<file path="src/rtl/ps2_frame_rx_pkg.sv">
// Shared types for the PS/2 receive path and the machine configuration.
package ps2_frame_rx_pkg;

  typedef enum logic [1:0] {MACHINE_48K, MACHINE_128K, MACHINE_PENTAGON} machine_t;
  typedef enum logic [1:0] {TURBO_OFF, TURBO_2X, TURBO_4X} turbo_t;

  typedef enum logic [1:0] {IDLE, DATA, PARITY, STOP} ps2_rx_state_t;

  localparam int unsigned FIFO_DEPTH = 4;

  // True when data plus parity bit hold an odd number of ones.
  function automatic logic odd_parity_ok(input logic [7:0] data, input logic par);
    return ^{data, par};
  endfunction

endpackage

</file>
<file path="src/rtl/ps2_frame_rx_input_filter.sv">
// Two-flop synchronizer followed by a stability filter; idles high out of reset.
module ps2_input_filter #(
  parameter int unsigned FILTER_LEN = 16
) (
  input  logic clk28,
  input  logic rst,
  input  logic din,
  output logic dout
);

  localparam int unsigned CNT_W = $clog2(FILTER_LEN + 1);

  logic             sync1_q, sync2_q;
  logic             filt_q, filt_d;
  logic [CNT_W-1:0] cnt_q, cnt_d;

  // cnt_q tracks how many consecutive synchronized samples disagree with filt_q.
  always_comb begin
    filt_d = filt_q;
    cnt_d  = '0;
    if (sync2_q != filt_q) begin
      if (cnt_q == CNT_W'(FILTER_LEN - 1)) begin
        filt_d = sync2_q;
      end else begin
        cnt_d = cnt_q + CNT_W'(1);
      end
    end
  end

  always_ff @(posedge clk28) begin
    if (rst) begin
      sync1_q <= 1'b1;
      sync2_q <= 1'b1;
      filt_q  <= 1'b1;
      cnt_q   <= '0;
    end else begin
      sync1_q <= din;
      sync2_q <= sync1_q;
      filt_q  <= filt_d;
      cnt_q   <= cnt_d;
    end
  end

  assign dout = filt_q;

endmodule

</file>
<file path="src/rtl/ps2_frame_rx.sv">
// PS/2 frame receiver: filtered inputs, frame FSM with timeout, 4-entry scancode FIFO.
module ps2_frame_rx
  import ps2_frame_rx_pkg::*;
#(
  parameter int unsigned CLK_FREQ   = 28_000_000,
  parameter int unsigned FILTER_LEN = 16,
  parameter int unsigned TIMEOUT_US = 100
) (
  input  logic       clk28,
  input  logic       rst,
  input  logic       ps2_clk_in,
  input  logic       ps2_dat_in,
  output logic [7:0] code,
  output logic       code_valid,
  input  logic       code_ready,
  output logic       err_parity,
  output logic       err_frame,
  output logic       overflow
);

  localparam int unsigned TIMEOUT_CYC = CLK_FREQ / 1_000_000 * TIMEOUT_US;
  localparam int unsigned TO_W        = $clog2(TIMEOUT_CYC + 1);

  logic ps2_clk_f, ps2_dat_f, fall;
  logic clk_prev_q, clk_prev_d;

  ps2_frame_rx_pkg::ps2_rx_state_t state_q, state_d;
  logic [2:0]      bit_cnt_q, bit_cnt_d;
  logic [7:0]      shift_q, shift_d;
  logic            parity_q, parity_d;
  logic [TO_W-1:0] to_cnt_q, to_cnt_d;
  logic            err_parity_q, err_parity_d;
  logic            err_frame_q, err_frame_d;
  logic            push;

  logic [7:0] mem_q [FIFO_DEPTH];
  logic [7:0] mem_d [FIFO_DEPTH];
  logic [1:0] wr_ptr_q, wr_ptr_d, rd_ptr_q, rd_ptr_d;
  logic [2:0] count_q, count_d;
  logic       overflow_q, overflow_d;
  logic       pop, full, push_ok;

  ps2_input_filter #(.FILTER_LEN(FILTER_LEN)) u_clk_filter (
    .clk28 (clk28),
    .rst   (rst),
    .din   (ps2_clk_in),
    .dout  (ps2_clk_f)
  );

  ps2_input_filter #(.FILTER_LEN(FILTER_LEN)) u_dat_filter (
    .clk28 (clk28),
    .rst   (rst),
    .din   (ps2_dat_in),
    .dout  (ps2_dat_f)
  );

  assign fall = clk_prev_q & ~ps2_clk_f;

  always_comb begin
    clk_prev_d   = ps2_clk_f;
    state_d      = state_q;
    bit_cnt_d    = bit_cnt_q;
    shift_d      = shift_q;
    parity_d     = parity_q;
    to_cnt_d     = (state_q == IDLE) ? '0 : to_cnt_q + TO_W'(1);
    err_parity_d = 1'b0;
    err_frame_d  = 1'b0;
    push         = 1'b0;
    if (fall) begin
      to_cnt_d = '0;
      unique case (state_q)
        IDLE: begin
          if (!ps2_dat_f) begin
            state_d   = DATA;
            bit_cnt_d = '0;
          end else begin
            err_frame_d = 1'b1;
          end
        end
        DATA: begin
          shift_d   = {ps2_dat_f, shift_q[7:1]};
          bit_cnt_d = bit_cnt_q + 3'd1;
          if (bit_cnt_q == 3'd7) state_d = PARITY;
        end
        PARITY: begin
          parity_d = ps2_dat_f;
          state_d  = STOP;
        end
        STOP: begin
          state_d = IDLE;
          if (!ps2_dat_f)                          err_frame_d  = 1'b1;
          else if (odd_parity_ok(shift_q, parity_q)) push         = 1'b1;
          else                                     err_parity_d = 1'b1;
        end
        default: state_d = IDLE;
      endcase
    end else if (state_q != IDLE && to_cnt_q == TO_W'(TIMEOUT_CYC - 1)) begin
      state_d     = IDLE;
      err_frame_d = 1'b1;
      to_cnt_d    = '0;
    end
  end

  always_ff @(posedge clk28) begin
    if (rst) begin
      clk_prev_q   <= 1'b1;
      state_q      <= IDLE;
      bit_cnt_q    <= '0;
      shift_q      <= '0;
      parity_q     <= 1'b0;
      to_cnt_q     <= '0;
      err_parity_q <= 1'b0;
      err_frame_q  <= 1'b0;
    end else begin
      clk_prev_q   <= clk_prev_d;
      state_q      <= state_d;
      bit_cnt_q    <= bit_cnt_d;
      shift_q      <= shift_d;
      parity_q     <= parity_d;
      to_cnt_q     <= to_cnt_d;
      err_parity_q <= err_parity_d;
      err_frame_q  <= err_frame_d;
    end
  end

  // A full FIFO still accepts a push when the head leaves in the same cycle.
  assign pop     = code_ready && (count_q != 3'd0);
  assign full    = (count_q == 3'(FIFO_DEPTH));
  assign push_ok = push && (!full || pop);

  always_comb begin
    mem_d      = mem_q;
    wr_ptr_d   = wr_ptr_q;
    rd_ptr_d   = rd_ptr_q;
    count_d    = count_q;
    overflow_d = overflow_q;
    if (push_ok) begin
      mem_d[wr_ptr_q] = shift_q;
      wr_ptr_d        = wr_ptr_q + 2'd1;
    end
    if (pop) rd_ptr_d = rd_ptr_q + 2'd1;
    if (push_ok && !pop)      count_d = count_q + 3'd1;
    else if (!push_ok && pop) count_d = count_q - 3'd1;
    if (push && full && !pop) overflow_d = 1'b1;
  end

  always_ff @(posedge clk28) begin
    if (rst) begin
      for (int unsigned i = 0; i < FIFO_DEPTH; i++) mem_q[i] <= '0;
      wr_ptr_q   <= '0;
      rd_ptr_q   <= '0;
      count_q    <= '0;
      overflow_q <= 1'b0;
    end else begin
      mem_q      <= mem_d;
      wr_ptr_q   <= wr_ptr_d;
      rd_ptr_q   <= rd_ptr_d;
      count_q    <= count_d;
      overflow_q <= overflow_d;
    end
  end

  assign code       = mem_q[rd_ptr_q];
  assign code_valid = (count_q != 3'd0);
  assign err_parity = err_parity_q;
  assign err_frame  = err_frame_q;
  assign overflow   = overflow_q;

endmodule
</file>
<file path="config.mk">
export PLATFORM = sky130hd
export DESIGN_NAME = ps2_frame_rx
export DESIGN_NICKNAME = d
export VERILOG_FILES = /design/src/rtl/ps2_frame_rx_pkg.sv /design/src/rtl/ps2_frame_rx_input_filter.sv /design/src/rtl/ps2_frame_rx.sv
export SDC_FILE = /design/constraint.sdc
export NUM_CORES = 1
export LEC_CHECK = 0
export ABC_AREA = 1
export ABC_CLOCK_PERIOD_IN_PS = 3300
export BUFFER_PORTS_ARGS = -buffer_cell sky130_fd_sc_hd__buf_2
export CAP_MARGIN = 20
export CORE_UTILIZATION = 32
export CTS_CLUSTER_SIZE = 30
export DETAILED_ROUTE_END_ITERATION = 6
export SLEW_MARGIN = 20
export SYNTH_ARGS = -nofsm -noshare
export SYNTH_HDL_FRONTEND = slang
export SYNTH_SLANG_ARGS = --single-unit
</file>
<file path="constraint.sdc">
create_clock -name clk28 -period 3.3 [get_ports clk28]
set_clock_uncertainty 0.2 [all_clocks]
set_input_delay 0.33 -clock clk28 [delete_from_list [all_inputs] [get_ports clk28]]
set_output_delay 0.33 -clock clk28 [all_outputs]
set_load 0.005 [all_outputs]
</file>
## Word level (Yosys, flattened, before mapping)

Index checks and enable logic that the tools add are counted.

- Add/sub/neg operators: 8
- Magnitude comparators: 3
- Equality and inequality tests: 13
- Mux-type cells: 25
- Bitwise gates (word level): 9
- Reduce and logical (&&, ||, !) cells: 29

Operator list:

| operator | count |
|---|---|
| $bwmux 32 | 1 |
| $mux 8 | 3 |
| $bmux 8 s2 | 1 |
| $demux 8 s2 | 1 |
| $add 12x1->12 const B | 1 |
| $eq 12x12->1 const B | 1 |
| $add 5x1->5 const B | 2 |
| $eq 5x4->1 const B | 2 |
| $mux 1 | 9 |
| $mux 3 | 3 |
| $reduce_xor 9->1 | 1 |
| $logic_and 1x1->1 | 8 |
| $mux 2 | 4 |
| $pmux 2 s4 | 1 |
| $reduce_and 2->1 | 4 |
| $reduce_bool 2->1 | 4 |
| $reduce_or 4->1 | 2 |
| $add 3x1->3 const B | 2 |
| $eq 3x3->1 const B | 2 |
| $ge 3x3->1 const B | 2 |
| $ne 3x3->1 const B | 2 |
| $not 1->1 | 6 |
| $not 2->3 | 2 |
| $pmux 3 s2 | 1 |
| 15 further kinds | 22 |

- Bits in registers: 85
- Input bits: 5
- Output and inout port bits: 12
- Word-level logic and storage cells: 111

## Longest topological paths before layout

- Depth after elaboration: 10
- Gate-level depth with buffers: 19
- Gate-level depth less buffers: 18

## Hierarchy

Synthesis repeated with hierarchy kept, for this count alone.

- Cells, all modules: 586
- Area total of the unflattened synthesis: 4186.5 µm²

By module, submodules not included:

| module | times used | cells an instance | area each (µm²) | sequential area each (µm²) |
|---|---|---|---|---|
| ps2_frame_rx | 1 | 518 | 3570.9 | 1381.3 |
| ps2_input_filter | 2 | 34 | 307.8 | 160.2 |

## Worst setup path after synthesis

No wires, ideal clock.

- Path type: register to register
- From: register state_q[0]
- To: register count_q[2]
- Library setup time: 122 ps
- Data arrival time: 2161 ps
- Data required time: 2978 ps
- Path slack: 817 ps
- Stages on the path, launching flop included: 13
- Buffers on the path: 0
- Clock period less this slack: 2483 ps
- Cell sequence: dfxtp_1 ha_1 nand2_1 nor2_1 nand3_1 inv_1 ha_1 inv_1 fa_1 a21oi_1 o21ai_0 o21ai_0 a21oi_1

- Word-level cells in the longest chain between the ends: 7
- Elaborated cells between the ends (all ways): 9
- Those cells by class: eq/ne (1); mux (3); reduce/logical (5)

Ends and longest elaborated chain:

| item | RTL line | RTL |
|---|---|---|
| start: declaration | ps2_frame_rx.sv:27 | `ps2_frame_rx_pkg::ps2_rx_state_t state_q, state_d;` |
| start signal: assignment | ps2_frame_rx.sv:116 | `state_q <= state_d;` |
| $eq 2x2->1 (*) | ps2_frame_rx.sv:71 | `unique case (state_q)` |
| $mux 1 (*) | ps2_frame_rx.sv:71 |  |
| $mux 1 (*) | ps2_frame_rx.sv:69 | `if (fall) begin` |
| $logic_and 1x1->1 (*) | ps2_frame_rx.sv:129 | `assign push_ok = push && (!full \|\| pop);` |
| via push_ok | ps2_frame_rx.sv:41 | `logic pop, full, push_ok;` |
| $logic_not 1->1 | ps2_frame_rx.sv:143 | `else if (!push_ok && pop) count_d = count_q - 3'd1;` |
| $logic_and 1x1->1 | ps2_frame_rx.sv:143 |  |
| $reduce_bool 2->1 (no source line) | - |  |
| end signal: assignment | ps2_frame_rx.sv:158 | `count_q <= count_d;` |
| end: declaration | ps2_frame_rx.sv:39 | `logic [2:0] count_q, count_d;` |

Mark *: on every way through the listed nets, which the timed path passes. The rest lies on a longest branch.
A chain may end at the register's enable or synchronous reset.

## Worst setup path after layout

- From: register shift_q[1]
- To: register count_q[2]

- Word-level cells in the longest chain between the ends: 9
- Elaborated cells between the ends (all ways): 11
- Those cells by class: mux (5); reduce/logical (6)

Ends and longest elaborated chain:

| item | RTL line | RTL |
|---|---|---|
| start: declaration | ps2_frame_rx.sv:29 | `logic [7:0] shift_q, shift_d;` |
| start signal: assignment | ps2_frame_rx.sv:118 | `shift_q <= shift_d;` |
| $reduce_xor 9->1 (*) | ps2_frame_rx_pkg.sv:13 | `return ^{data, par};` |
| $mux 1 (*) | ps2_frame_rx.sv:92 | `else if (odd_parity_ok(shift_q, parity_q)) push = 1'b1;` |
| $mux 1 (*) | ps2_frame_rx.sv:91 | `if (!ps2_dat_f) err_frame_d = 1'b1;` |
| $mux 1 (*) | ps2_frame_rx.sv:71 |  |
| $mux 1 (*) | ps2_frame_rx.sv:69 |  |
| $logic_and 1x1->1 (*) | ps2_frame_rx.sv:129 |  |
| via push_ok | ps2_frame_rx.sv:41 |  |
| $logic_not 1->1 | ps2_frame_rx.sv:143 |  |
| $logic_and 1x1->1 | ps2_frame_rx.sv:143 |  |
| $reduce_bool 2->1 (no source line) | - |  |

Marked as above.

==> qor.csv <==
metric,value,unit
ctsResizeCount,0,
final_common_cell,sky130_fd_sc_hd__nand2_1,
chipWidth,115,um
critPathKind,register to register,
area_growth_syn_to_layout,10.5,%
postSynthCellCount,581,
die_area,0.0132,sq mm
first_iter_violations,186,
numPortBuffers,16,
timing.hold.worst_endpoint,overflow,
tns,0,ns
timing.slew.headroom,50.1,%
grt_overflow_total,0,
drc_errors,0,
yosys.cell_types.count,29,
floorplan.die.height,115,um
run_status,"complete, no violations",
power,2200,uW
ios,17,
fin_hold_ws,0.140,ns
synth_seq_cells,85,
avgViaCountPerCell,4.44,
critical_path.endpoint_type,register,
hold_viol,0,
final_design_area_no_fill,0.00452,sq mm
ff2ff_setup_slack,0.46,ns
cap_viol_max_count,0,
antenna_cells,0,
worst_skew_pair.late_latency,0.34,ns
worstPathMaxFanout,10,
ys_top_cells_by_area,"sky130_fd_sc_hd__dfxtp_1, sky130_fd_sc_hd__nand2_1, sky130_fd_sc_hd__nor2_1",
globalplace.congestion,0.753,
detail_placement_hpwl,5270,um
post_synth_instance_area,0.00409,sq mm
setup_repair_after_global_routing_missed_its_margin,false,
placedInstanceArea,0.00422,sq mm
core_area,0.0122,sq mm
synth_area_per_cell,7.04,sq um
dr.pass1.iters,4,
required,3.33,ns
start_kind,register,
timing.fmax,353,MHz
grt_max_degree,50,
numCtsBuffers,9,
cts_tree,built,
timing.final.setup_violations,0,
layout_worst_path_cycle_share,85.9,%
slew_viol_final,0,
postRouteAntennaNets,0,
cts-root-buf,sky130_fd_sc_hd__clkbuf_16,
antenna_violations_before_repair,0,
timing.reg2reg.worst_path_depth,17,
worstHoldPathType,input pin to register,
gr-usage-all-layers,13.2,%
worst-slew-pin-transition,0.748,ns
critical_path_arrival,2.87,ns
synth-seq-area-share,41.6,%
fin_nets,611,
mostFrequentLayoutCells,"sky130_fd_sc_hd__nand2_1, sky130_fd_sc_hd__nor2_1, sky130_fd_sc_hd__dfxtp_1, sky130_fd_sc_hd__inv_1, sky130_fd_sc_hd__a21oi_1",
initial_cell_density_of_the_core,33.5,%
rows,40,
number_of_h_tree_levels,3,
vias_in_the_first_global_route,3116,
detail_route.wirelength,7760,um
leakage,0.00210,uW
ys_warn_count,0,
worst_setup_hold_path_clk_slew,0.06,ns
total_power_per_unit_cell_area,486,mW/mm^2
fillCellCount,1289,
instance_count_along_the_most_critical_hold_path,2,
layout_min_cycle_time,2.84,ns
final_layout_size_suffix_gt1_share,10.1,%
cts_sinks,85,
post-synth-top-area-fraction,41.6,%
cts_buffer_depth,2,
ir_worst_vdd,0.211,mV
post_drt_wl_per_cell,10.2,um
routed-via-count,3387,
grt_first_pass_wirelength,13600,um
netlist.top_cell.by_area,sky130_fd_sc_hd__dfxtp_1,
hold_path_startpoint,rst,
worst_r2r_startpoint,shift_q[1],
synth.net_count,603,
reg2reg_to,count_q[2],
## cell families (layout without fill, tap and decap cells)
group | after synthesis | in the layout | synth area share [%]
AO/OA/AOI/OAI | 87 | 87 | 10.9
adder cells (fa/ha/maj) | 17 | 17 | 5.39
AND/OR/NAND/NOR | 278 | 278 | 28.7
flip-flops | 85 | 85 | 41.6
XOR/XNOR | 7 | 7 | 1.50
buffers and inverters | 107 | 120 | 12.0
## worst max path at each step
stage	startpoint	end	slack [ns]	depth (start not counted)
6_report	shift_q[1]	count_q[2]	0.46	17
5_1_grt	shift_q[1]	count_q[2]	0.15	17
4_1_cts	shift_q[1]	count_q[2]	0.44	17
3_5_place_dp	shift_q[1]	count_q[2]	0.47	17
3_3_place_gp	shift_q[1]	count_q[2]	0.61	17
2_1_floorplan	state_q[0]	count_q[2]	0.82	12
## sequential cells by signal (all words and copies together) (netlist names), 2 cells and up
register            count
bit_cnt_q               3
count_q                 3
mem_q                  32
rd_ptr_q                2
shift_q                 8
state_q                 2
to_cnt_q               12
u_clk_filter.cnt_q      5
u_dat_filter.cnt_q      5
wr_ptr_q                2
## layer usage
metal | global-route usage, % | vias up | wire length, um
met1 | 15.3 | 1517 | 3630
met5 | 0 | - | 0
met2 | 22.5 | 45 | 3650
li1 | - | 1811 | -
met4 | 5.97 | 0 | 158
met3 | 3.69 | 14 | 316
## where the power goes
part | internal, uW | total [uW] | switching [uW] | leakage, uW
registers | 1050 | 1060 | 14.7 | 0.000686
clock network | 530 | 936 | 406 | 0.000128
logic | 63.0 | 198 | 135 | 0.00128
## Yosys cell counts (all sizes together)
| master | number |
|---|---|
| a31oi | 1 |
| o211ai | 2 |
| fa | 1 |
| nor2 | 105 |
| nor3 | 3 |
| xor2 | 4 |
| a21oi | 52 |
| clkinv | 1 |
| nor4 | 2 |
| or2 | 6 |
| nand3 | 12 |
| dfxtp | 85 |
| o21ai | 31 |
| clkbuf | 8 |
| nand2 | 140 |
| inv | 83 |
| nor3b | 4 |
| ha | 16 |
| o21bai | 1 |
| xnor2 | 3 |
| nand4 | 6 |
| buf | 15 |
## metrics by stage
step	utilization, %	worst slack, ns	std cells
3_5_place_dp	34.6	0.469	744
6_report	37.0	0.464	762
5_1_grt	37.0	0.149	762
4_1_cts	37.0	0.435	762
2_1_floorplan	-	0.817	581
3_3_place_gp	34.6	0.610	744
## final cells by class
class | count | area, sq um | share of cell area, %
sequential | 85 | 1700 | 37.7
inverter | 84 | 315 | 6.98
timing repair buffer | 20 | 115 | 2.55
clock inverter | 5 | 36.3 | 0.803
multi-input combinational | 389 | 1900 | 42.0
clock buffer | 11 | 243 | 5.37
tap | 168 | 210 | 4.65
## worst max-delay path: stages, from the launching register on
cell	delay [ns]
sky130_fd_sc_hd__dfxtp_1	0.59
sky130_fd_sc_hd__nor2_1	0.09
sky130_fd_sc_hd__nor2_1	0.12
sky130_fd_sc_hd__nand2_1	0.05
sky130_fd_sc_hd__nand2_1	0.08
sky130_fd_sc_hd__nand2_2	0.07
sky130_fd_sc_hd__nand2_2	0.07
sky130_fd_sc_hd__nand2_2	0.06
sky130_fd_sc_hd__nand2_4	0.11
sky130_fd_sc_hd__nand3_1	0.11
sky130_fd_sc_hd__inv_1	0.13
sky130_fd_sc_hd__ha_1	0.15
sky130_fd_sc_hd__inv_1	0.06
sky130_fd_sc_hd__fa_1	0.37
sky130_fd_sc_hd__a21oi_1	0.14
sky130_fd_sc_hd__o21ai_0	0.11
sky130_fd_sc_hd__o21ai_0	0.16
sky130_fd_sc_hd__a21oi_1	0.05
## repair_timing
action / in CTS / in global routing
setup buffers: 0 / 0
hold buffers: 2 / 0
hold endpoints to repair: 2 / 0
Note: power is estimated with default switching activity, not from simulation.
